==> src/rtl/rgb_hsmooth.sv <==
// Horizontal 1-2-1 smoothing pre-filter for 24-bit RGB Avalon-ST video packets.
// Non-video packets, and packets started while mode is low, pass through unchanged.
`timescale 1ns/1ps
module rgb_hsmooth #(
  parameter int unsigned IMAGE_W = 640
) (
  input  logic        clk,
  input  logic        reset_n,
  input  logic        mode,
  input  logic [23:0] sink_data,
  input  logic        sink_valid,
  output logic        sink_ready,
  input  logic        sink_sop,
  input  logic        sink_eop,
  output logic [23:0] source_data,
  output logic        source_valid,
  input  logic        source_ready,
  output logic        source_sop,
  output logic        source_eop,
  output logic        drop_pulse
);

  typedef enum logic [1:0] {StPass, StEmpty, StHold, StFlush} state_e;

  localparam logic [10:0] XLast = 11'(IMAGE_W - 1);

  state_e      state_q, state_d;
  logic [10:0] x_q, x_d, xh_q, xh_d, x_inc;
  logic [23:0] l_q, l_d, h_q, h_d;
  logic [23:0] data_q, data_d;
  logic        valid_q, valid_d, sop_q, sop_d, eop_q, eop_d, drop_q, drop_d;
  logic        free, accept, is_video_sop;
  logic [23:0] left_px, right_px, smooth_px;

  function automatic logic [23:0] smooth(input logic [23:0] a, input logic [23:0] b,
                                         input logic [23:0] c);
    logic [23:0] res;
    logic [9:0]  sum;
    res = '0;
    for (int ch = 0; ch < 3; ch++) begin
      sum = {2'b00, a[ch*8 +: 8]} + {1'b0, b[ch*8 +: 8], 1'b0} + {2'b00, c[ch*8 +: 8]};
      res[ch*8 +: 8] = sum[9:2];
    end
    return res;
  endfunction

  assign free         = ~valid_q | source_ready;
  assign sink_ready   = (state_q != StFlush) & free;
  assign accept       = sink_valid & sink_ready;
  assign is_video_sop = (sink_data[3:0] == 4'h0) & mode & ~sink_eop;
  assign x_inc        = (x_q == XLast) ? '0 : x_q + 11'd1;

  // Line ends replicate the held pixel instead of reaching into the neighbouring line.
  assign left_px   = (xh_q == '0) ? h_q : l_q;
  assign right_px  = ((state_q == StFlush) || (xh_q == XLast)) ? h_q : sink_data;
  assign smooth_px = smooth(left_px, h_q, right_px);

  always_comb begin
    state_d = state_q;
    x_d     = x_q;
    xh_d    = xh_q;
    l_d     = l_q;
    h_d     = h_q;
    valid_d = valid_q;
    data_d  = data_q;
    sop_d   = sop_q;
    eop_d   = eop_q;
    drop_d  = 1'b0;
    if (free) valid_d = 1'b0;

    if (accept && sink_sop) begin
      valid_d = 1'b1;
      data_d  = sink_data;
      sop_d   = 1'b1;
      eop_d   = sink_eop;
      x_d     = '0;
      drop_d  = (state_q == StHold);
      state_d = is_video_sop ? StEmpty : StPass;
    end else begin
      unique case (state_q)
        StPass: begin
          if (accept) begin
            valid_d = 1'b1;
            data_d  = sink_data;
            sop_d   = 1'b0;
            eop_d   = sink_eop;
          end
        end
        StEmpty: begin
          if (accept) begin
            h_d     = sink_data;
            xh_d    = x_q;
            x_d     = x_inc;
            state_d = sink_eop ? StFlush : StHold;
          end
        end
        StHold: begin
          if (accept) begin
            valid_d = 1'b1;
            data_d  = smooth_px;
            sop_d   = 1'b0;
            eop_d   = 1'b0;
            l_d     = h_q;
            h_d     = sink_data;
            xh_d    = x_q;
            x_d     = x_inc;
            if (sink_eop) state_d = StFlush;
          end
        end
        StFlush: begin
          if (free) begin
            valid_d = 1'b1;
            data_d  = smooth_px;
            sop_d   = 1'b0;
            eop_d   = 1'b1;
            state_d = StPass;
          end
        end
        default: state_d = StPass;
      endcase
    end
  end

  always_ff @(posedge clk or negedge reset_n) begin
    if (!reset_n) begin
      state_q <= StPass;
      x_q     <= '0;
      xh_q    <= '0;
      l_q     <= '0;
      h_q     <= '0;
      valid_q <= 1'b0;
      data_q  <= '0;
      sop_q   <= 1'b0;
      eop_q   <= 1'b0;
      drop_q  <= 1'b0;
    end else begin
      state_q <= state_d;
      x_q     <= x_d;
      xh_q    <= xh_d;
      l_q     <= l_d;
      h_q     <= h_d;
      valid_q <= valid_d;
      data_q  <= data_d;
      sop_q   <= sop_d;
      eop_q   <= eop_d;
      drop_q  <= drop_d;
    end
  end

  assign source_valid = valid_q;
  assign source_data  = data_q;
  assign source_sop   = sop_q;
  assign source_eop   = eop_q;
  assign drop_pulse   = drop_q;

endmodule

==> config.mk <==
export PLATFORM = sky130hd
export DESIGN_NAME = rgb_hsmooth
export DESIGN_NICKNAME = d
export VERILOG_FILES = /design/src/rtl/rgb_hsmooth.sv
export SDC_FILE = /design/constraint.sdc
export NUM_CORES = 1
export LEC_CHECK = 0
export BUFFER_PORTS_ARGS = -buffer_cell sky130_fd_sc_hd__buf_2
export CAP_MARGIN = 10
export CELL_PAD_IN_SITES_DETAIL_PLACEMENT = 2
export CELL_PAD_IN_SITES_GLOBAL_PLACEMENT = 2
export CORE_MARGIN = 1
export CORE_UTILIZATION = 40
export CTS_CLUSTER_SIZE = 30
export DETAILED_ROUTE_END_ITERATION = 10
export PLACE_DENSITY_LB_ADDON = 0.1
export SYNTH_ARGS = -nofsm -noshare
export SYNTH_HDL_FRONTEND = slang
export SYNTH_SLANG_ARGS = --single-unit
==> constraint.sdc <==
create_clock -name clk -period 6.15 [get_ports clk]
set_input_delay 0.615 -clock clk [delete_from_list [all_inputs] [get_ports clk]]
set_output_delay 0.615 -clock clk [all_outputs]
set_load 0.1 [all_outputs]
==> results of run 1 <==
-- cells in the final DEF, fill, tap and decap left out, drive strengths merged, types with 2 or more instances in the layout --
| cell | n |
|---|---|
| nor3b | 2 |
| and3 | 6 |
| nor3 | 7 |
| bufinv | 2 |
| clkinvlp | 2 |
| a21oi | 45 |
| a221oi | 2 |
| nand2 | 73 |
| o21bai | 3 |
| o21a | 3 |
| xnor2 | 8 |
| dfrtp | 100 |
| a21o | 14 |
| xor2 | 7 |
| or3 | 5 |
| a211oi | 4 |
| nor2b | 8 |
| buf | 66 |
| nand3 | 8 |
| ha | 26 |
| nor4 | 3 |
| and2 | 2 |
| clkbuf | 11 |
| o21ai | 59 |
| or4 | 2 |
| fa | 24 |
| mux2i | 28 |
| nand2b | 6 |
| nand4 | 2 |
| mux2 | 44 |
| o31ai | 7 |
| inv | 67 |
| nor2 | 38 |
| or2 | 2 |
| o22ai | 2 |
| o221ai | 8 |
-- stage by stage --
stage | hold slack (ps) | setup slack, ps | std cells
2_1_floorplan | 319 | 2060 | 651
3_3_place_gp | 458 | 1750 | 901
3_5_place_dp | 466 | 1550 | 901
4_1_cts | 290 | 1470 | 916
5_1_grt | 308 | 1130 | 916
6_report | 265 | 1560 | 916
-- metal layers --
metal / routed length [µm] / part of all wire (%) / GRT usage, % / vias up
li1: - / - / - / 2317
met1: 7810 / 43 / 29.1 / 2566
met2: 9570 / 53 / 44.8 / 63
met3: 274 / 1.5 / 2.39 / 20
met4: 435 / 2.4 / 9.27 / 0
met5: 0 / 0 / 0 / -
-- cell type report --
class | instances | area share, %
inverter | 67 | 3.53
timing repair buffer | 66 | 4.91
tap | 211 | 3.70
multi-input combinational | 457 | 48.4
clock buffer | 11 | 3.26
sequential | 100 | 35.1
clock inverter | 4 | 1.05
-- cells in the mapped netlist, drive strengths merged (3+ instances only) --
| cell type | count | area (µm²) |
|---|---|---|
| a211oi | 4 | 30.0 |
| a21o | 14 | 106 |
| a21oi | 45 | 236 |
| and3 | 6 | 37.5 |
| buf | 5 | 31.3 |
| clkbuf | 22 | 82.6 |
| dfrtp | 100 | 2500 |
| fa | 24 | 480 |
| ha | 26 | 325 |
| inv | 67 | 251 |
| mux2 | 44 | 495 |
| mux2i | 28 | 280 |
| nand2 | 73 | 274 |
| nand2b | 6 | 37.5 |
| nand3 | 8 | 40.0 |
| nor2 | 38 | 143 |
| nor2b | 8 | 50.1 |
| nor3 | 7 | 46.3 |
| nor4 | 3 | 18.8 |
| o21a | 3 | 22.5 |
| o21ai | 59 | 295 |
| o21bai | 3 | 22.5 |
| o221ai | 8 | 82.6 |
| o31ai | 7 | 66.3 |
| or3 | 5 | 31.3 |
| xnor2 | 8 | 70.1 |
| xor2 | 7 | 61.3 |
-- flip-flops by register name, summed over array words and instances (netlist names) --
register,count
x_q,11
source_valid,1
source_sop,1
source_eop,1
l_q,24
drop_pulse,1
xh_q,11
source_data,24
h_q,24
state_q,2
-- critical path, stage by stage, from the launching register on --
cell and delay [ps]:
dfrtp_1 430, ha_1 370, a21oi_2 700, o21ai_0 230, fa_1 560, o221ai_2 100, a21oi_2 260, inv_1 90
fa_1 390, nor2b_1 180, o21ai_0 150, a21boi_0 280, o21ai_0 130, nand2b_1 130, a21o_1 150, a211oi_1 80
o31ai_1 260
-- worst min path at each step --
stage                                 endpoint  slack [ps]                       start  depth (start not counted)
finish                  source_sop$_DFFE_PN0P_         260                     reset_n                          1
global route            source_sop$_DFFE_PN0P_         310                     reset_n                          1
floorplan                 drop_pulse$_DFF_PN0_         320                     reset_n                          0
global placement    source_data[3]$_DFFE_PN0P_         460  source_data[3]$_DFFE_PN0P_                          2
detailed placement  source_data[3]$_DFFE_PN0P_         470  source_data[3]$_DFFE_PN0P_                          2
CTS                     source_sop$_DFFE_PN0P_         290                     reset_n                          1
-- kinds of logic (layout without fill, tap and decap cells) --
kind of cell | after synthesis | count (layout)
compound gates | 155 | 155
xor+xnor | 15 | 15
fa+ha+maj | 50 | 50
buf+inv | 94 | 148
flops | 100 | 100
mux | 72 | 72
simple gates | 165 | 165
==> flow_summary_export.csv, run 1 <==
group,metric,value,unit
timing,worst_slew_margin_rel,41.6,%
clock_tree,cts_resized,0,
layout,regArea,0.00250,mm²
clock_tree,htreeDepth,3,
worst_setup_path,reg2reg_to,"source_data[23]$_DFFE_PN0P_",
worst_setup_path,required,6410,ps
worst_setup_path,critPathLaunch,"state_q[0]$_DFFE_PN0P_",
drt,dr.pass1.iters,4,
place,dp_hpwl,13000,µm
layout,multiInputGateArea,0.00345,mm²
yosys,synth_nets,732,
yosys,synth_edf_count,0,
global_routing,grt_pass1_wl,30200,µm
place,io_buffers,59,
worst_setup_path,reg2reg_slack,1560,ps
layout,nFillCells,1684,
floorplanning,rows,45,
yosys,netlist_instances,651,
layout,fin_nets,782,
yosys,ys_warn_count,0,
drt,antenna_left,0,
yosys,synth.distinct_cells,51,
place,place_area,0.00682,mm²
hold_path,hold_class,"in2async",
timing,period_share,74.7,%
clock_tree,clockBufferDepth,2,
yosys,synthArstFlopShare,100,%
drt,wl,18100,µm
global_routing,antenna_found_initial,0,
drt,drcViolationCount,0,
floorplanning,core_area,0.0153,mm²
timing,rsz0062_at_grt,"no",
worst_setup_path,crit_path_end_kind,"register",
timing,fmax,218,MHz
drt,drtIter0Drc,131,
timing,drv_slew,0,
layout,fin_util,46.5,%
run_status,status,"complete, no violations",
yosys,syn_avg_cell_area,9.69,µm²
timing,setup_viol,0,
clock_tree,cts_made_buffers,9,
yosys,synth_fa_ha_area_share,12.8,%
floorplanning,initial_utilization,41.2,%
global_routing,grt_max_degree,56,
timing,worst_slew_pin_slew,875,ps
layout,final_cell_area,0.00713,mm²
layout,drive_gt1_share,19.9,%
layout,antenna_cells,0,
clock_tree,clk_latency,350,ps
worst_setup_path,crit_type,"reg2reg",
clock_tree,tritoncts,"yes",
timing,hold_viol_final,0,
clock_tree,post-cts-setup-buffers,0,
drt,wl_per_cell,19.7,µm
global_routing,grt_pass1_vias,5714,
worst_setup_path,worstPathMaxFanout,17,
global_routing,grt_usage,24.3,%
floorplanning,die_h,128,µm
clock_tree,cts_root_buf,"clkbuf_16",
clock_tree,clock-sinks,100,
clock_tree,cts.reportedPaths.clkPinSlew,70,ps
yosys,synth_top_family_by_area,"compound AO/OA/AOI/OAI gates",
floorplanning,dieArea,0.0163,mm²
floorplanning,die_w,128,µm
floorplanning,io_pins,60,
timing,fin_crit,4590,ps
job,drv_cap,0,
global_routing,gr-total-overflow,0,
yosys,synthSimpleGateAreaFrac,12.0,%
timing,fin_setup_tns,0,ps
worst_setup_path,r2r-start,"state_q[0]$_DFFE_PN0P_",
drt,viasPerCell,5.42,
layout,area_growth,13.0,%
timing,finalClockSkew,7.45,ps
yosys,netlist_area,0.00631,mm²
worst_setup_path,crit_end,"source_data[23]$_DFFE_PN0P_",
yosys,ys_seq_elements,100,
yosys,synth_seq_area_share,39.7,%
yosys,synthMuxAreaShare,12.3,%
yosys,ys.flop_type,"dfrtp_1",
yosys,synth_xor_area_share,2.08,%
clock_tree,ctsHoldBuffers,0,
place,gp_congestion,0.779,
worst_setup_path,cp.arrival,4850,ps
worst_setup_path,cp-start-kind,"register",
yosys,synth_compound_area_share,15.4,%
worst_setup_path,reg2reg_depth,16,
drt,num_vias,4966,
Power of run 1 is not shown: default switching activity piles up to over one toggle a cycle in this logic, so the estimate is an artifact.
==> run 2: changes to the inputs <==
--- a/config.mk
+++ b/config.mk
@@ -5,12 +5,13 @@
 export SDC_FILE = /design/constraint.sdc
 export NUM_CORES = 1
 export LEC_CHECK = 0
+export ABC_AREA = 1
 export BUFFER_PORTS_ARGS = -buffer_cell sky130_fd_sc_hd__buf_2
 export CAP_MARGIN = 10
 export CELL_PAD_IN_SITES_DETAIL_PLACEMENT = 2
 export CELL_PAD_IN_SITES_GLOBAL_PLACEMENT = 2
 export CORE_MARGIN = 1
-export CORE_UTILIZATION = 40
+export CORE_UTILIZATION = 35
 export CTS_CLUSTER_SIZE = 30
 export DETAILED_ROUTE_END_ITERATION = 10
 export PLACE_DENSITY_LB_ADDON = 0.1
==> constraint.sdc (replaced) <==
create_clock -name clk -period 4.3 [get_ports clk]
set_input_delay 0.43 -clock clk [delete_from_list [all_inputs] [get_ports clk]]
set_output_delay 0.43 -clock clk [all_outputs]
set_load 0.1 [all_outputs]
==> flow_summary_export.csv, run 2 <==
group,metric,value,unit
run_status,status,"complete, no violations",
timing,fin_crit,3850,ps
clock_tree,cts.reportedPaths.clkPinSlew,80,ps
floorplanning,dieArea,0.0189,mm²
drt,drtIter0Drc,171,
place,gp_congestion,0.783,
yosys,synthArstFlopShare,100,%
drt,viasPerCell,5.06,
timing,worst_slew_pin_slew,1030,ps
drt,wl,18900,µm
yosys,ys.flop_type,"dfrtp_1",
worst_setup_path,crit_type,"reg2reg",
floorplanning,io_pins,60,
place,io_buffers,59,
global_routing,gr-total-overflow,0,
worst_setup_path,crit_path_end_kind,"register",
timing,period_share,89.6,%
job,drv_cap,0,
timing,finalClockSkew,10.3,ps
yosys,ys_seq_elements,100,
place,dp_hpwl,14000,µm
clock_tree,clock-sinks,100,
worst_setup_path,required,4600,ps
clock_tree,htreeDepth,3,
yosys,netlist_instances,831,
hold_path,hold_class,"in2async",
yosys,syn_avg_cell_area,7.75,µm²
global_routing,grt_pass1_wl,31300,µm
yosys,ys_top_cells_by_area,"dfrtp_1, nand2_1, o21ai_0, fa_1, inv_1",
clock_tree,cts_made_buffers,9,
yosys,synth_edf_count,0,
global_routing,grt_pass1_vias,6210,
clock_tree,cts_root_buf,"clkbuf_16",
floorplanning,core_area,0.0180,mm²
timing,setup_viol,0,
yosys,synth_top_area_cell,"dfrtp_1",
layout,fin_nets,957,
yosys,yosysTopAreaCellShare,38.9,%
global_routing,antenna_found_initial,0,
worst_setup_path,worstPathMaxFanout,20,
clock_tree,post-cts-setup-buffers,0,
worst_setup_path,cp.arrival,4150,ps
yosys,ys_warn_count,0,
layout,area_growth,11.6,%
floorplanning,die_w,138,µm
floorplanning,initial_utilization,35.7,%
global_routing,grt_max_degree,77,
timing,hold_viol_final,0,
timing,rsz0062_at_grt,"no",
drt,dr.pass1.iters,4,
timing,fin_hold_ws,252,ps
clock_tree,clockBufferDepth,2,
timing,worst_slew_margin_rel,31.2,%
drt,num_vias,5614,
global_routing,grt_usage,21.6,%
layout,final_common_cell,"nand2_1",
drt,wl_per_cell,17.0,µm
layout,mostFrequentLayoutCells,"nand2_1, inv_1, o21ai_0",
worst_setup_path,cp-start-kind,"register",
clock_tree,tritoncts,"yes",
yosys,synth_nets,912,
yosys,synth_most_common_cell,"nand2_1",
layout,nFillCells,2137,
floorplanning,rows,49,
drt,antenna_left,0,
timing,fin_setup_tns,0,ps
yosys,synth.distinct_cells,38,
timing,drv_slew,0,
yosys,ys_top_cells_by_count,"nand2_1, inv_1, o21ai_0",
yosys,synth_seq_area_share,38.9,%
drt,drcViolationCount,0,
timing,fmax,260,MHz
floorplanning,die_h,138,µm
clock_tree,clk_latency,360,ps
layout,antenna_cells,0,
layout,drive_gt1_share,13.7,%
yosys,netlist_area,0.00644,mm²
[run 2: changes by cell type in the layout (fill, tap and decap cells not counted), moves of 8 or more]
| cell | change |
|---|---|
| a21o_1 | -12 |
| a21oi_1 | +23 |
| inv_1 | +43 |
| mux2_2 | -44 |
| mux2i_1 | -28 |
| nand2_1 | +119 |
| nand2_2 | +11 |
| nand3_1 | +15 |
| nor2_1 | +37 |
| nor2b_1 | -8 |
| o21ai_0 | +48 |
[run 2: through the flow]
step           utilization [%]  area [µm²]  worst slack, ps  std cells
2_1_floorplan                -        6440              954        831
3_3_place_gp              38.3        6900              570       1094
3_5_place_dp              38.3        6900              332       1094
4_1_cts                   39.9        7180              322       1110
5_1_grt                   39.9        7190              107       1110
6_report                  39.9        7190              448       1110
[run 2: per-layer routing]
| metal | share of wire (%) | GRT usage (%) |
|---|---|---|
| met5 | 0 | 0 |
| met4 | 1.1 | 4.64 |
| met3 | 2.4 | 3.64 |
| met2 | 51 | 39.0 |
| met1 | 46 | 26.7 |
[run 2: worst paths after layout]
path	startpoint	end	slack, ps	cells after the start
worst max-delay path	state_q[1]$_DFFE_PN0P_	source_data[23]$_DFFE_PN0P_	450	19
worst min-delay path	reset_n	source_data[6]$_DFFE_PN0P_	250	1
worst max register to register	state_q[1]$_DFFE_PN0P_	source_data[23]$_DFFE_PN0P_	450	19
worst min register to register	source_data[12]$_DFFE_PN0P_	source_data[12]$_DFFE_PN0P_	480	2
max in group asynchronous	reset_n	l_q[22]$_DFFE_PN0P_	3100	2
min in group clk	sink_eop	source_eop$_DFFE_PN0P_	340	3
[run 2: layout make-up]
type | count | area, µm² | share of cell area, %
Clock buffer | 10 | 239 | 3.32
Multi-Input combinational cell | 581 | 3320 | 46.1
Tap cell | 229 | 287 | 3.99
Sequential cell | 100 | 2500 | 34.8
Clock inverter | 6 | 46.3 | 0.644
Inverter | 117 | 439 | 6.11
Timing Repair Buffer | 67 | 358 | 4.98
[run 2: worst max-delay path, stage by stage (launching register included)]
cell and delay, ps:
dfrtp_1 450, ha_1 290, inv_1 190, nand2_4 240, buf_4 230, o21ai_0 110
fa_1 510, nand2_2 70, nor2_4 130, nand2_1 70, fa_1 400, o21ai_0 250
nand2_1 120, nand2_1 70, a21oi_1 70, nor2_1 130, o21ai_0 100, a21oi_1 130
o21ai_0 120, nand2_1 90
[run 2: kinds of logic (layout without fill, tap and decap cells)]
logic type | count (synthesis) | after routing | synth area share, %
AOI/OAI and AO/OA | 186 | 186 | 14.9
xor gates and xnor gates | 7 | 7 | 0.952
adders and majority gates | 50 | 50 | 12.5
buffers and inverters | 150 | 200 | 9.75
DFF | 100 | 100 | 38.9
and+or+nand+nor | 338 | 338 | 23.1
[run 2: repair_timing]
item,CTS,global route
hold buffers,0,0
resized for setup,0,1
setup endpoints to repair,0,1
endpoints found under the hold margin,0,0
Power of run 2 is left out for the same reason.
==> run 3: changes to the inputs <==
--- a/config.mk
+++ b/config.mk
@@ -14,6 +14,7 @@
 export CORE_UTILIZATION = 35
 export CTS_CLUSTER_SIZE = 30
 export DETAILED_ROUTE_END_ITERATION = 10
+export MAX_ROUTING_LAYER = met4
 export PLACE_DENSITY_LB_ADDON = 0.1
 export SYNTH_ARGS = -nofsm -noshare
 export SYNTH_HDL_FRONTEND = slang
==> constraint.sdc (replaced) <==
create_clock -name clk -period 4.3 [get_ports clk]
set_input_delay 0.215 -clock clk [delete_from_list [all_inputs] [get_ports clk]]
set_output_delay 0.215 -clock clk [all_outputs]
set_load 0.1 [all_outputs]
==> flow_summary_export.csv, run 3 (same netlist as run 2, synthesis figures left out) <==
group,metric,value,unit
layout,drive_gt1_share,13.6,%
worst_setup_path,path_buf_inv,2,
worst_setup_path,reg2reg_to,"source_data[23]$_DFFE_PN0P_",
drt,antenna_left,0,
floorplanning,initial_utilization,35.7,%
worst_setup_path,cp-start-kind,"register",
place,gp_congestion,0.800,
timing,worst_slew_pin_slew,950,ps
global_routing,gr-total-overflow,0,
place,io_buffers,59,
worst_setup_path,crit_path_max_incr_delay,530,ps
floorplanning,dieArea,0.0189,mm²
layout,area_growth,12.3,%
layout,multiInputGateArea,0.00332,mm²
timing,fin_crit,3880,ps
worst_setup_path,crit_chain,"ha_1, inv_1, nand2_4, buf_4, o21ai_0, fa_1, nand2_2, nor2_4, nand2_1, fa_1, o21ai_0, nand2_1, nand2_1, a21oi_1, nor2_1, o21ai_0, a21oi_1, o21ai_0, nand2_1",
drt,drcViolationCount,0,
timing,fin_setup_tns,0,ps
floorplanning,die_w,138,µm
floorplanning,rows,49,
clock_tree,clockBufferDepth,2,
hold_path,hold_class,"in2async",
timing,rsz0062_at_grt,"no",
clock_tree,cts.reportedPaths.clkPinSlew,70,ps
layout,antenna_cells,0,
worst_setup_path,cp.arrival,4170,ps
clock_tree,cts_root_buf,"clkbuf_16",
clock_tree,cts_made_buffers,9,
worst_setup_path,worstPathMaxFanout,20,
layout,fin_nets,956,
worst_setup_path,crit_path_end_kind,"register",
worst_setup_path,critical-path-top-delay-family,"adder cells",
worst_setup_path,slowest_stage,"fa_1",
timing,setup_viol,0,
floorplanning,core_area,0.0180,mm²
clock_tree,ctsHoldBuffers,0,
drt,dr.pass1.iters,4,
run_status,violations,"hold timing",
clock_tree,post-cts-setup-buffers,0,
run_status,status,"finished with violations",
timing,fin_hold_ws,-14.4,ps
drt,wl,19200,µm
timing,drv_slew,0,
worst_setup_path,reg2reg_depth,19,
timing,finalClockSkew,13.7,ps
worst_setup_path,crit_end,"source_data[23]$_DFFE_PN0P_",
layout,mostFrequentLayoutCells,"nand2_1, inv_1, o21ai_0",
timing,hold_viol_final,7,
floorplanning,io_pins,60,
place,dp_hpwl,14000,µm
timing,fmax,258,MHz
worst_setup_path,critPathLaunch,"state_q[1]$_DFFE_PN0P_",
drt,drtIter0Drc,139,
timing,worst_slew_margin_rel,36.6,%
clock_tree,tritoncts,"yes",
drt,wl_per_cell,17.3,µm
layout,nFillCells,2095,
worst_setup_path,required,4590,ps
global_routing,grt_usage,22.6,%
clock_tree,clk_latency,360,ps
layout,final_common_cell,"nand2_1",
worst_setup_path,path_depth,19,
drt,viasPerCell,5.12,
drt,num_vias,5683,
clock_tree,clock-sinks,100,
worst_setup_path,r2r-start,"state_q[1]$_DFFE_PN0P_",
layout,regArea,0.00250,mm²
worst_setup_path,reg2reg_slack,420,ps
floorplanning,die_h,138,µm
job,drv_cap,0,
global_routing,grt_pass1_wl,32100,µm
global_routing,grt_pass1_vias,6305,
global_routing,antenna_found_initial,0,
global_routing,grt_max_degree,73,
timing,period_share,90.1,%
clock_tree,htreeDepth,3,
worst_setup_path,crit_type,"reg2reg",
-- run 3: layout make-up --
| type | instances | area share [%] |
|---|---|---|
| Inverter | 117 | 6.07 |
| Multi-Input combinational cell | 581 | 45.9 |
| Sequential cell | 100 | 34.6 |
| Timing Repair Buffer | 66 | 5.02 |
| Clock buffer | 9 | 3.11 |
| Clock inverter | 7 | 1.37 |
| Tap cell | 229 | 3.96 |
-- run 3: worst min path at each step --
stage	endpoint	cells past startpoint	slack [ps]	startpoint
final	source_data[6]$_DFFE_PN0P_	1	-10	reset_n
after global routing	source_data[6]$_DFFE_PN0P_	1	70	reset_n
after CTS	source_data[6]$_DFFE_PN0P_	1	40	reset_n
after detailed placement	source_data[6]$_DFFE_PN0P_	1	430	reset_n
after global placement	source_data[6]$_DFFE_PN0P_	1	410	reset_n
after floorplan	drop_pulse$_DFF_PN0_	0	-80	reset_n
-- run 3: per-layer routing --
layer / GRT usage (%) / routed length [µm]
met5: - / 0
met1: 26.8 / 8690
met3: 3.31 / 443
met2: 40.5 / 9930
met4: 4.58 / 157
-- run 3: what timing repair did --
| action | CTS | global route |
|---|---|---|
| hold endpoints to repair | 0 | 0 |
| resized for setup | 0 | 1 |
| setup endpoints to repair | 0 | 1 |
-- run 3: stage by stage --
stage                     hold slack, ps  worst slack [ps]  instance area, µm²  cells  utilization (%)
after detailed placement             427               308                6900   1093             38.3
after global placement               409               565                6900   1093             38.3
after CTS                           41.8               258                7230   1109             40.1
after global routing                67.3              56.5                7230   1109             40.1
after floorplan                    -80.6               954                6440    831                -
final                              -14.4               424                7230   1109             40.1
Power of run 3 is left out for the same reason.
